File: config.mk
export PLATFORM = sky130hd
export DESIGN_NAME = cache_line_ctrl_flat
export DESIGN_NICKNAME = d
export VERILOG_FILES = /design/src/rtl/cache_pkg.sv /design/src/rtl/cache_line_ctrl_if.sv /design/src/rtl/sat_counter.sv /design/src/rtl/cache_line_ctrl.sv /design/src/flat_wrapper.sv
export SDC_FILE = /design/constraint.sdc
export NUM_CORES = 1
export LEC_CHECK = 0
export CORE_UTILIZATION = 47
export CTS_CLUSTER_SIZE = 40
export DETAILED_ROUTE_END_ITERATION = 16
export PLACE_DENSITY = 0.9
export SYNTH_ARGS = -nofsm -noshare
export SYNTH_HDL_FRONTEND = slang
export SYNTH_HIERARCHICAL = 1
export SYNTH_SLANG_ARGS = --single-unit
export TNS_END_PERCENT = 10
File: constraint.sdc
create_clock -name clock -period 2.7 [get_ports clock]
set_input_delay 0.405 -clock clock [delete_from_list [all_inputs] [get_ports clock]]
set_output_delay 0.405 -clock clock [all_outputs]
set_load 0.05 [all_outputs]
File: src/rtl/cache_pkg.sv
// Shared types and default widths for the single-entry cache line controller.
// The state list mirrors the request lifecycle from accept to response.
package cache_pkg;

    localparam int CACHE_ADDR_W = 8;
    localparam int CACHE_DATA_W = 32;
    localparam int CACHE_CNT_W  = 16;

    typedef enum logic [2:0] {
        IDLE,
        LOOKUP,
        CHECK,
        MEM_REQ,
        MEM_WAIT,
        FILL,
        RESP
    } state_t;

endpackage

File: src/rtl/cache_line_ctrl_if.sv
// Client, cache-line and backing-memory signals of the controller.
// slave is the controller's view; master is the surrounding environment's view.
interface cache_line_ctrl_if #(
    parameter int ADDR_W = 8,
    parameter int DATA_W = 32
) ();

    logic              req_valid;
    logic              req_ready;
    logic              req_write;
    logic [ADDR_W-1:0] req_addr;
    logic [DATA_W-1:0] req_wdata;
    logic              resp_valid;
    logic              resp_hit;
    logic [DATA_W-1:0] resp_rdata;
    logic [ADDR_W-1:0] line_addr;
    logic [DATA_W-1:0] line_wval;
    logic              line_read;
    logic              line_write;
    logic              line_hit;
    logic [DATA_W-1:0] line_rval;
    logic              mem_req_valid;
    logic              mem_req_ready;
    logic              mem_req_write;
    logic [ADDR_W-1:0] mem_req_addr;
    logic [DATA_W-1:0] mem_req_wdata;
    logic              mem_resp_valid;
    logic [DATA_W-1:0] mem_resp_data;

    modport slave (
        input  req_valid, req_write, req_addr, req_wdata,
        output req_ready, resp_valid, resp_hit, resp_rdata,
        output line_addr, line_wval, line_read, line_write,
        input  line_hit, line_rval,
        output mem_req_valid, mem_req_write, mem_req_addr, mem_req_wdata,
        input  mem_req_ready, mem_resp_valid, mem_resp_data
    );

    modport master (
        output req_valid, req_write, req_addr, req_wdata,
        input  req_ready, resp_valid, resp_hit, resp_rdata,
        input  line_addr, line_wval, line_read, line_write,
        output line_hit, line_rval,
        input  mem_req_valid, mem_req_write, mem_req_addr, mem_req_wdata,
        output mem_req_ready, mem_resp_valid, mem_resp_data
    );

endinterface

File: src/rtl/sat_counter.sv
// Saturating up-counter: sticks at all-ones instead of wrapping.
// Count visible one cycle after i_inc; no backpressure.
module sat_counter #(
    parameter int W = 16
) (
    input  logic         clock,
    input  logic         reset,
    input  logic         i_inc,
    output logic [W-1:0] o_count
);

    logic [W-1:0] r_cnt;

    always_ff @(posedge clock) begin
        if (reset) begin
            r_cnt <= '0;
        end else if (i_inc && (r_cnt != {W{1'b1}})) begin
            r_cnt <= r_cnt + {{(W-1){1'b0}}, 1'b1};
        end
    end

    assign o_count = r_cnt;

endmodule

File: src/rtl/cache_line_ctrl.sv
// Single-outstanding requester for a one-entry cache line: read-allocate, write-through.
// Hit 3 cycles, write 4+N, miss adds memory stalls; client held off by req_ready=0 while busy.
module cache_line_ctrl
    import cache_pkg::*;
#(
    parameter int ADDR_W = CACHE_ADDR_W,
    parameter int DATA_W = CACHE_DATA_W,
    parameter int CNT_W  = CACHE_CNT_W
) (
    input  logic             clock,
    input  logic             reset,
    cache_line_ctrl_if.slave bus,
    output logic [CNT_W-1:0] hit_count,
    output logic [CNT_W-1:0] miss_count
);

    state_t            r_state;
    state_t            w_next;
    logic              w_accept;
    logic              w_hit_inc;
    logic              w_miss_inc;
    logic              w_resp_hit;
    logic [DATA_W-1:0] w_resp_rdata;

    logic              r_write;
    logic [ADDR_W-1:0] r_addr;
    logic [DATA_W-1:0] r_wdata;
    logic [DATA_W-1:0] r_fill_data;
    logic              r_wr_hit;

    logic              r_req_ready;
    logic              r_resp_valid;
    logic              r_resp_hit;
    logic [DATA_W-1:0] r_resp_rdata;
    logic [ADDR_W-1:0] r_line_addr;
    logic [DATA_W-1:0] r_line_wval;
    logic              r_line_read;
    logic              r_line_write;
    logic              r_mem_req_valid;
    logic              r_mem_req_write;
    logic [ADDR_W-1:0] r_mem_req_addr;
    logic [DATA_W-1:0] r_mem_req_wdata;

    assign w_accept = (r_state == IDLE) && bus.req_valid && r_req_ready;

    always_comb begin
        w_next       = r_state;
        w_hit_inc    = 1'b0;
        w_miss_inc   = 1'b0;
        w_resp_hit   = 1'b0;
        w_resp_rdata = '0;
        case (r_state)
            IDLE:     if (w_accept) w_next = LOOKUP;
            LOOKUP:   w_next = CHECK;
            CHECK: begin
                if (!r_write && bus.line_hit) begin
                    w_next       = RESP;
                    w_hit_inc    = 1'b1;
                    w_resp_hit   = 1'b1;
                    w_resp_rdata = bus.line_rval;
                end else begin
                    w_next     = MEM_REQ;
                    w_miss_inc = !r_write;
                end
            end
            MEM_REQ: begin
                if (bus.mem_req_ready) begin
                    w_next     = r_write ? RESP : MEM_WAIT;
                    w_resp_hit = r_wr_hit;
                end
            end
            MEM_WAIT: if (bus.mem_resp_valid) w_next = FILL;
            FILL: begin
                w_next       = RESP;
                w_resp_rdata = r_fill_data;
            end
            RESP:     w_next = IDLE;
            default:  w_next = IDLE;
        endcase
    end

    // Every output is registered from the next state so it lines up with the state it belongs to.
    always_ff @(posedge clock) begin
        if (reset) begin
            r_state         <= IDLE;
            r_req_ready     <= 1'b1;
            r_write         <= 1'b0;
            r_addr          <= '0;
            r_wdata         <= '0;
            r_fill_data     <= '0;
            r_wr_hit        <= 1'b0;
            r_resp_valid    <= 1'b0;
            r_resp_hit      <= 1'b0;
            r_resp_rdata    <= '0;
            r_line_addr     <= '0;
            r_line_wval     <= '0;
            r_line_read     <= 1'b0;
            r_line_write    <= 1'b0;
            r_mem_req_valid <= 1'b0;
            r_mem_req_write <= 1'b0;
            r_mem_req_addr  <= '0;
            r_mem_req_wdata <= '0;
        end else begin
            r_state     <= w_next;
            r_req_ready <= (w_next == IDLE);
            if (w_accept) begin
                r_write     <= bus.req_write;
                r_addr      <= bus.req_addr;
                r_wdata     <= bus.req_wdata;
                r_line_addr <= bus.req_addr;
                r_line_wval <= bus.req_wdata;
            end
            if (r_state == CHECK) begin
                r_wr_hit        <= bus.line_hit;
                r_mem_req_write <= r_write;
                r_mem_req_addr  <= r_addr;
                r_mem_req_wdata <= r_wdata;
            end
            // Refill data goes to the line (FILL keeps line_addr from LOOKUP) and to the response.
            if ((r_state == MEM_WAIT) && bus.mem_resp_valid) begin
                r_fill_data <= bus.mem_resp_data;
                r_line_wval <= bus.mem_resp_data;
            end
            r_line_read     <= w_accept && !bus.req_write;
            r_line_write    <= (w_accept && bus.req_write) || (w_next == FILL);
            r_mem_req_valid <= (w_next == MEM_REQ);
            r_resp_valid    <= (w_next == RESP);
            r_resp_hit      <= (w_next == RESP) && w_resp_hit;
            r_resp_rdata    <= (w_next == RESP) ? w_resp_rdata : '0;
        end
    end

    assign bus.req_ready     = r_req_ready;
    assign bus.resp_valid    = r_resp_valid;
    assign bus.resp_hit      = r_resp_hit;
    assign bus.resp_rdata    = r_resp_rdata;
    assign bus.line_addr     = r_line_addr;
    assign bus.line_wval     = r_line_wval;
    assign bus.line_read     = r_line_read;
    assign bus.line_write    = r_line_write;
    assign bus.mem_req_valid = r_mem_req_valid;
    assign bus.mem_req_write = r_mem_req_write;
    assign bus.mem_req_addr  = r_mem_req_addr;
    assign bus.mem_req_wdata = r_mem_req_wdata;

    sat_counter #(.W(CNT_W)) u_hit_cnt (
        .clock   (clock),
        .reset   (reset),
        .i_inc   (w_hit_inc),
        .o_count (hit_count)
    );

    sat_counter #(.W(CNT_W)) u_miss_cnt (
        .clock   (clock),
        .reset   (reset),
        .i_inc   (w_miss_inc),
        .o_count (miss_count)
    );

endmodule

File: src/flat_wrapper.sv
// flat-port wrapper written by rule: the top's interface ports become plain ports
module cache_line_ctrl_flat import cache_pkg::*;
#(
    parameter int ADDR_W = CACHE_ADDR_W,
    parameter int DATA_W = CACHE_DATA_W,
    parameter int CNT_W  = CACHE_CNT_W
)
  (clock, reset, hit_count, miss_count, bus_req_valid, bus_req_write, bus_req_addr, bus_req_wdata, bus_req_ready, bus_resp_valid, bus_resp_hit, bus_resp_rdata, bus_line_addr, bus_line_wval, bus_line_read, bus_line_write, bus_line_hit, bus_line_rval, bus_mem_req_valid, bus_mem_req_write, bus_mem_req_addr, bus_mem_req_wdata, bus_mem_req_ready, bus_mem_resp_valid, bus_mem_resp_data);
  cache_line_ctrl_if #(.ADDR_W(ADDR_W), .DATA_W(DATA_W)) bus_i ();
  input  logic clock;
  input  logic reset;
  output logic [CNT_W-1:0] hit_count;
  output logic [CNT_W-1:0] miss_count;
  input wire logic [$bits(bus_i.req_valid)-1:0] bus_req_valid;
  input wire logic [$bits(bus_i.req_write)-1:0] bus_req_write;
  input wire logic [$bits(bus_i.req_addr)-1:0] bus_req_addr;
  input wire logic [$bits(bus_i.req_wdata)-1:0] bus_req_wdata;
  output wire logic [$bits(bus_i.req_ready)-1:0] bus_req_ready;
  output wire logic [$bits(bus_i.resp_valid)-1:0] bus_resp_valid;
  output wire logic [$bits(bus_i.resp_hit)-1:0] bus_resp_hit;
  output wire logic [$bits(bus_i.resp_rdata)-1:0] bus_resp_rdata;
  output wire logic [$bits(bus_i.line_addr)-1:0] bus_line_addr;
  output wire logic [$bits(bus_i.line_wval)-1:0] bus_line_wval;
  output wire logic [$bits(bus_i.line_read)-1:0] bus_line_read;
  output wire logic [$bits(bus_i.line_write)-1:0] bus_line_write;
  input wire logic [$bits(bus_i.line_hit)-1:0] bus_line_hit;
  input wire logic [$bits(bus_i.line_rval)-1:0] bus_line_rval;
  output wire logic [$bits(bus_i.mem_req_valid)-1:0] bus_mem_req_valid;
  output wire logic [$bits(bus_i.mem_req_write)-1:0] bus_mem_req_write;
  output wire logic [$bits(bus_i.mem_req_addr)-1:0] bus_mem_req_addr;
  output wire logic [$bits(bus_i.mem_req_wdata)-1:0] bus_mem_req_wdata;
  input wire logic [$bits(bus_i.mem_req_ready)-1:0] bus_mem_req_ready;
  input wire logic [$bits(bus_i.mem_resp_valid)-1:0] bus_mem_resp_valid;
  input wire logic [$bits(bus_i.mem_resp_data)-1:0] bus_mem_resp_data;
  assign bus_i.req_valid = bus_req_valid;
  assign bus_i.req_write = bus_req_write;
  assign bus_i.req_addr = bus_req_addr;
  assign bus_i.req_wdata = bus_req_wdata;
  assign bus_req_ready = bus_i.req_ready;
  assign bus_resp_valid = bus_i.resp_valid;
  assign bus_resp_hit = bus_i.resp_hit;
  assign bus_resp_rdata = bus_i.resp_rdata;
  assign bus_line_addr = bus_i.line_addr;
  assign bus_line_wval = bus_i.line_wval;
  assign bus_line_read = bus_i.line_read;
  assign bus_line_write = bus_i.line_write;
  assign bus_i.line_hit = bus_line_hit;
  assign bus_i.line_rval = bus_line_rval;
  assign bus_mem_req_valid = bus_i.mem_req_valid;
  assign bus_mem_req_write = bus_i.mem_req_write;
  assign bus_mem_req_addr = bus_i.mem_req_addr;
  assign bus_mem_req_wdata = bus_i.mem_req_wdata;
  assign bus_i.mem_req_ready = bus_mem_req_ready;
  assign bus_i.mem_resp_valid = bus_mem_resp_valid;
  assign bus_i.mem_resp_data = bus_mem_resp_data;
  cache_line_ctrl #(.ADDR_W(ADDR_W), .DATA_W(DATA_W), .CNT_W(CNT_W)) u_core (.clock(clock), .reset(reset), .bus(bus_i), .hit_count(hit_count), .miss_count(miss_count));
endmodule
==> impl_metrics.env <==
export IMPL_syn_inst=964
export IMPL_critPathSlowestCell="dfxtp_1"
export IMPL_port_buffers=261
export IMPL_cts_sinks=220
export IMPL_drt_initial_drc_count=733
export IMPL_setup_viol=0
export IMPL_die_area_um2=19000
export IMPL_r2r_start="u_core/r_state[0]"
export IMPL_holdCritStartpoint="reset"
export IMPL_drt_vias_per_instance=5.83
export IMPL_design_area_um2=12200
export IMPL_placed_cells=1387
export IMPL_placed_cell_area_um2=11400
export IMPL_ant_nets=0
export IMPL_netlist_area_um2=8690
export IMPL_worstPathMaxFanout=11
export IMPL_drt_total_wl_um=26500
export IMPL_synthDominantCellAreaShare_pct=50.7
export IMPL_drv_slew=0
export IMPL_synthFlopType="dfxtp_1"
export IMPL_ys_top_cells_by_area="dfxtp_1 51%, a21oi_1 7.4%, mux2i_1 5.1%, nand3_1 5.0%, nand2_1 4.8%"
export IMPL_cts_hold_buf=0
export IMPL_fin_cells=1427
export IMPL_yosysSeqAreaShare_pct=50.7
export IMPL_syn_to_final_growth_pct=39.9
export IMPL_seq_power_share_pct=42.9
export IMPL_grt_pass1_vias=7453
export IMPL_worstPathCellList="nor3b_4 -> nor3b_1 -> buf_4 -> nand2_1 -> nor4bb_1 -> mux2_2"
export IMPL_startpoint_type="flop"
export IMPL_final_cell_mix="260 x clkdlybuf4s50_1, 220 x dfxtp_1, 128 x a21oi_1"
export IMPL_cpPeakStageDelay_ns=0.47
export IMPL_path_class="reg -> reg"
export IMPL_core_area_um2=18000
export IMPL_dp_hpwl_um=17900
export IMPL_rsz0062_at_grt="no"
export IMPL_internal_power_mw=5.91
export IMPL_required_ns=3.08
export IMPL_timing_fmax_mhz=441
export IMPL_tightest_slew_ns=1.09
export IMPL_yosys_area_top_type="dfxtp_1"
export IMPL_peakVddDrop_mv=0.550
export IMPL_cts_tree="yes"
export IMPL_yosys_warnings=6
export IMPL_p_comb_share_pct=19.4
export IMPL_grt_overflow_total=0
export IMPL_clockBufferDepth=3
export IMPL_worstSkewPairLatency_ns=0.49
export IMPL_cts_setup_buffers=0
export IMPL_period_needed_ns=2.27
export IMPL_setup_ws_ns=0.430
export IMPL_total_power_mw=8.30
export IMPL_layout_drive_gt1_share_pct=5.59
export IMPL_finalHoldViolations=0
export IMPL_skew_ns=0.00933
export IMPL_net_switching_power_mw=2.38
export IMPL_die_width_um=138
export IMPL_status="completed"
export IMPL_antenna_cells=0
export IMPL_p_leak_nw=3.99
export IMPL_async_reset_ff_share_pct=0
export IMPL_place_ws_ns=0.214
export IMPL_sw_frac_of_total_pct=28.7
export IMPL_yosys_cell_types_count=50
export IMPL_rows=49
export IMPL_globalplace_congestion=0.914
export IMPL_synth_avg_cell_area_um2=9.02
export IMPL_drc=0
export IMPL_dr_pass1_iters=5
export IMPL_grt_max_degree=108
export IMPL_syn_num_nets=1077
export IMPL_hold_path_class="in -> reg"
export IMPL_p_clk_share_pct=37.8
export IMPL_cap_violations=0
export IMPL_die_height_um=138
export IMPL_critPathLaunch="u_core/r_state[0]"
export IMPL_tns_ns=0
export IMPL_antenna_found_initial=0
export IMPL_h_tree_depth=1
export IMPL_grt_util_all_layers_pct=26.4
export IMPL_slew_headroom_pct=27.1
export IMPL_num_nets_final=1296
export IMPL_mostFrequentLayoutCell="clkdlybuf4s50_1"
export IMPL_cts_resized=0
export IMPL_vias=8319
export IMPL_grt_pass1_wl_um=39700
export IMPL_power_density_nw_per_um2=683
export IMPL_regToRegSetupSlack_ns=0.43
export IMPL_start_util_pct=48.2
export IMPL_min_period_over_period_pct=84.1
export IMPL_wl_per_cell_um=18.5
export IMPL_num_io_pins=262
export IMPL_arrival_ns=2.65
export IMPL_path_clk_slew_ns=0.06
export IMPL_numCtsBuffers=23
export IMPL_cp_end_kind="flop"
export IMPL_synth_edff_count=0
export IMPL_ys_seq_elements=220
export IMPL_cts_root_buf="clkbuf_16"
path summary, 6_finish.rpt:
kind                              endpoint  cells past startpoint
min reg2reg         u_core/r_fill_data[21]                      2
min                    u_core/bus.resp_hit                      3
max reg2reg  u_core/u_miss_cnt/o_count[11]                      6
max          u_core/u_miss_cnt/o_count[11]                      6
registers in the layout, indices dropped and copies added, names as in the netlist, 3 cells and up:
register	cells
u_core/r_state	3
u_core/bus.line_wval	32
u_core/bus.mem_req_addr	8
u_core/bus.mem_req_wdata	32
u_core/u_hit_cnt/o_count	16
u_core/bus.line_addr	8
u_core/r_wdata	32
u_core/bus.resp_rdata	32
u_core/u_miss_cnt/o_count	16
u_core/r_fill_data	32
cell usage after synthesis, types with 3 or more instances:
| cell | instances |
|---|---|
| buf_2 | 21 |
| nand3_1 | 87 |
| clkbuf_1 | 51 |
| dfxtp_1 | 220 |
| and3_1 | 4 |
| o31ai_1 | 12 |
| nor3b_1 | 3 |
| or4_1 | 14 |
| nor3_1 | 8 |
| nor2b_1 | 6 |
| nand4_1 | 6 |
| and4_1 | 6 |
| nor4_1 | 5 |
| nor2_1 | 56 |
| a32oi_1 | 32 |
| or3_1 | 6 |
| buf_4 | 7 |
| o21ai_0 | 49 |
| nand3b_1 | 3 |
| a21oi_1 | 128 |
| xnor2_1 | 4 |
| mux2i_1 | 44 |
| inv_1 | 6 |
| buf_6 | 5 |
| nand2_1 | 112 |
| a41oi_1 | 32 |
| nor4bb_1 | 3 |
final cells by class:
class	count	area, um^2
flip-flops and latches	220	4400
multi-input cells	652	3880
clock buffers	37	678
fillers	1451	5870
well taps	229	287
inverters	6	22.5
clock inverters	3	65.1
repair buffers	280	2820
logic make-up (layout without fill, tap and decap cells):
group,count (synthesis),in the layout,share of synthesized area (%)
XOR/XNOR,4,4,0.403
buffers and inverters,92,326,5.01
AO/OA/AOI/OAI,267,267,19.0
adder cells (fa/ha/maj),2,2,0.288
AND/OR/NAND/NOR,333,333,19.3
multiplexers,46,46,5.33
flip-flops,220,220,50.7
per-layer routing:
| metal | routed length [um] | share of wire (%) | vias to the layer above | GRT usage, % |
|---|---|---|---|---|
| met2 | 12100 | 46 | 335 | 40.8 |
| li1 | - | - | 3978 | - |
| met5 | 0 | 0 | - | 0 |
| met3 | 2150 | 8.1 | 53 | 6.43 |
| met4 | 742 | 2.8 | 0 | 8.27 |
| met1 | 11500 | 43 | 3953 | 36.1 |
power groups by stage:
| stage | logic (mW) | registers [mW] | clock network (mW) |
|---|---|---|---|
| after floorplan | 0.651 | 3.96 | 0 |
| after global placement | 1.57 | 3.61 | 0 |
| after detailed placement | 1.59 | 3.62 | 0 |
| after CTS | 1.60 | 3.55 | 3.18 |
| after global routing | 1.70 | 3.57 | 3.33 |
| final | 1.61 | 3.56 | 3.13 |
per-stage QoR:
step	util, %	hold slack, ns
finish	67.4	0.289
global route	67.4	0.289
global placement	63.3	0.441
detailed placement	63.3	0.447
CTS	67.4	0.264
floorplan	-	0.436
worst max-delay path, delay by kind of cell (launching register included):
| family | cells | cell delay [ns] |
|---|---|---|
| DFF | 1 | 0.47 |
| muxes | 1 | 0.37 |
| buffers and inverters | 1 | 0.18 |
| and+or+nand+nor | 4 | 1.13 |
No activity file was read; power rests on OpenSTA's default activity.
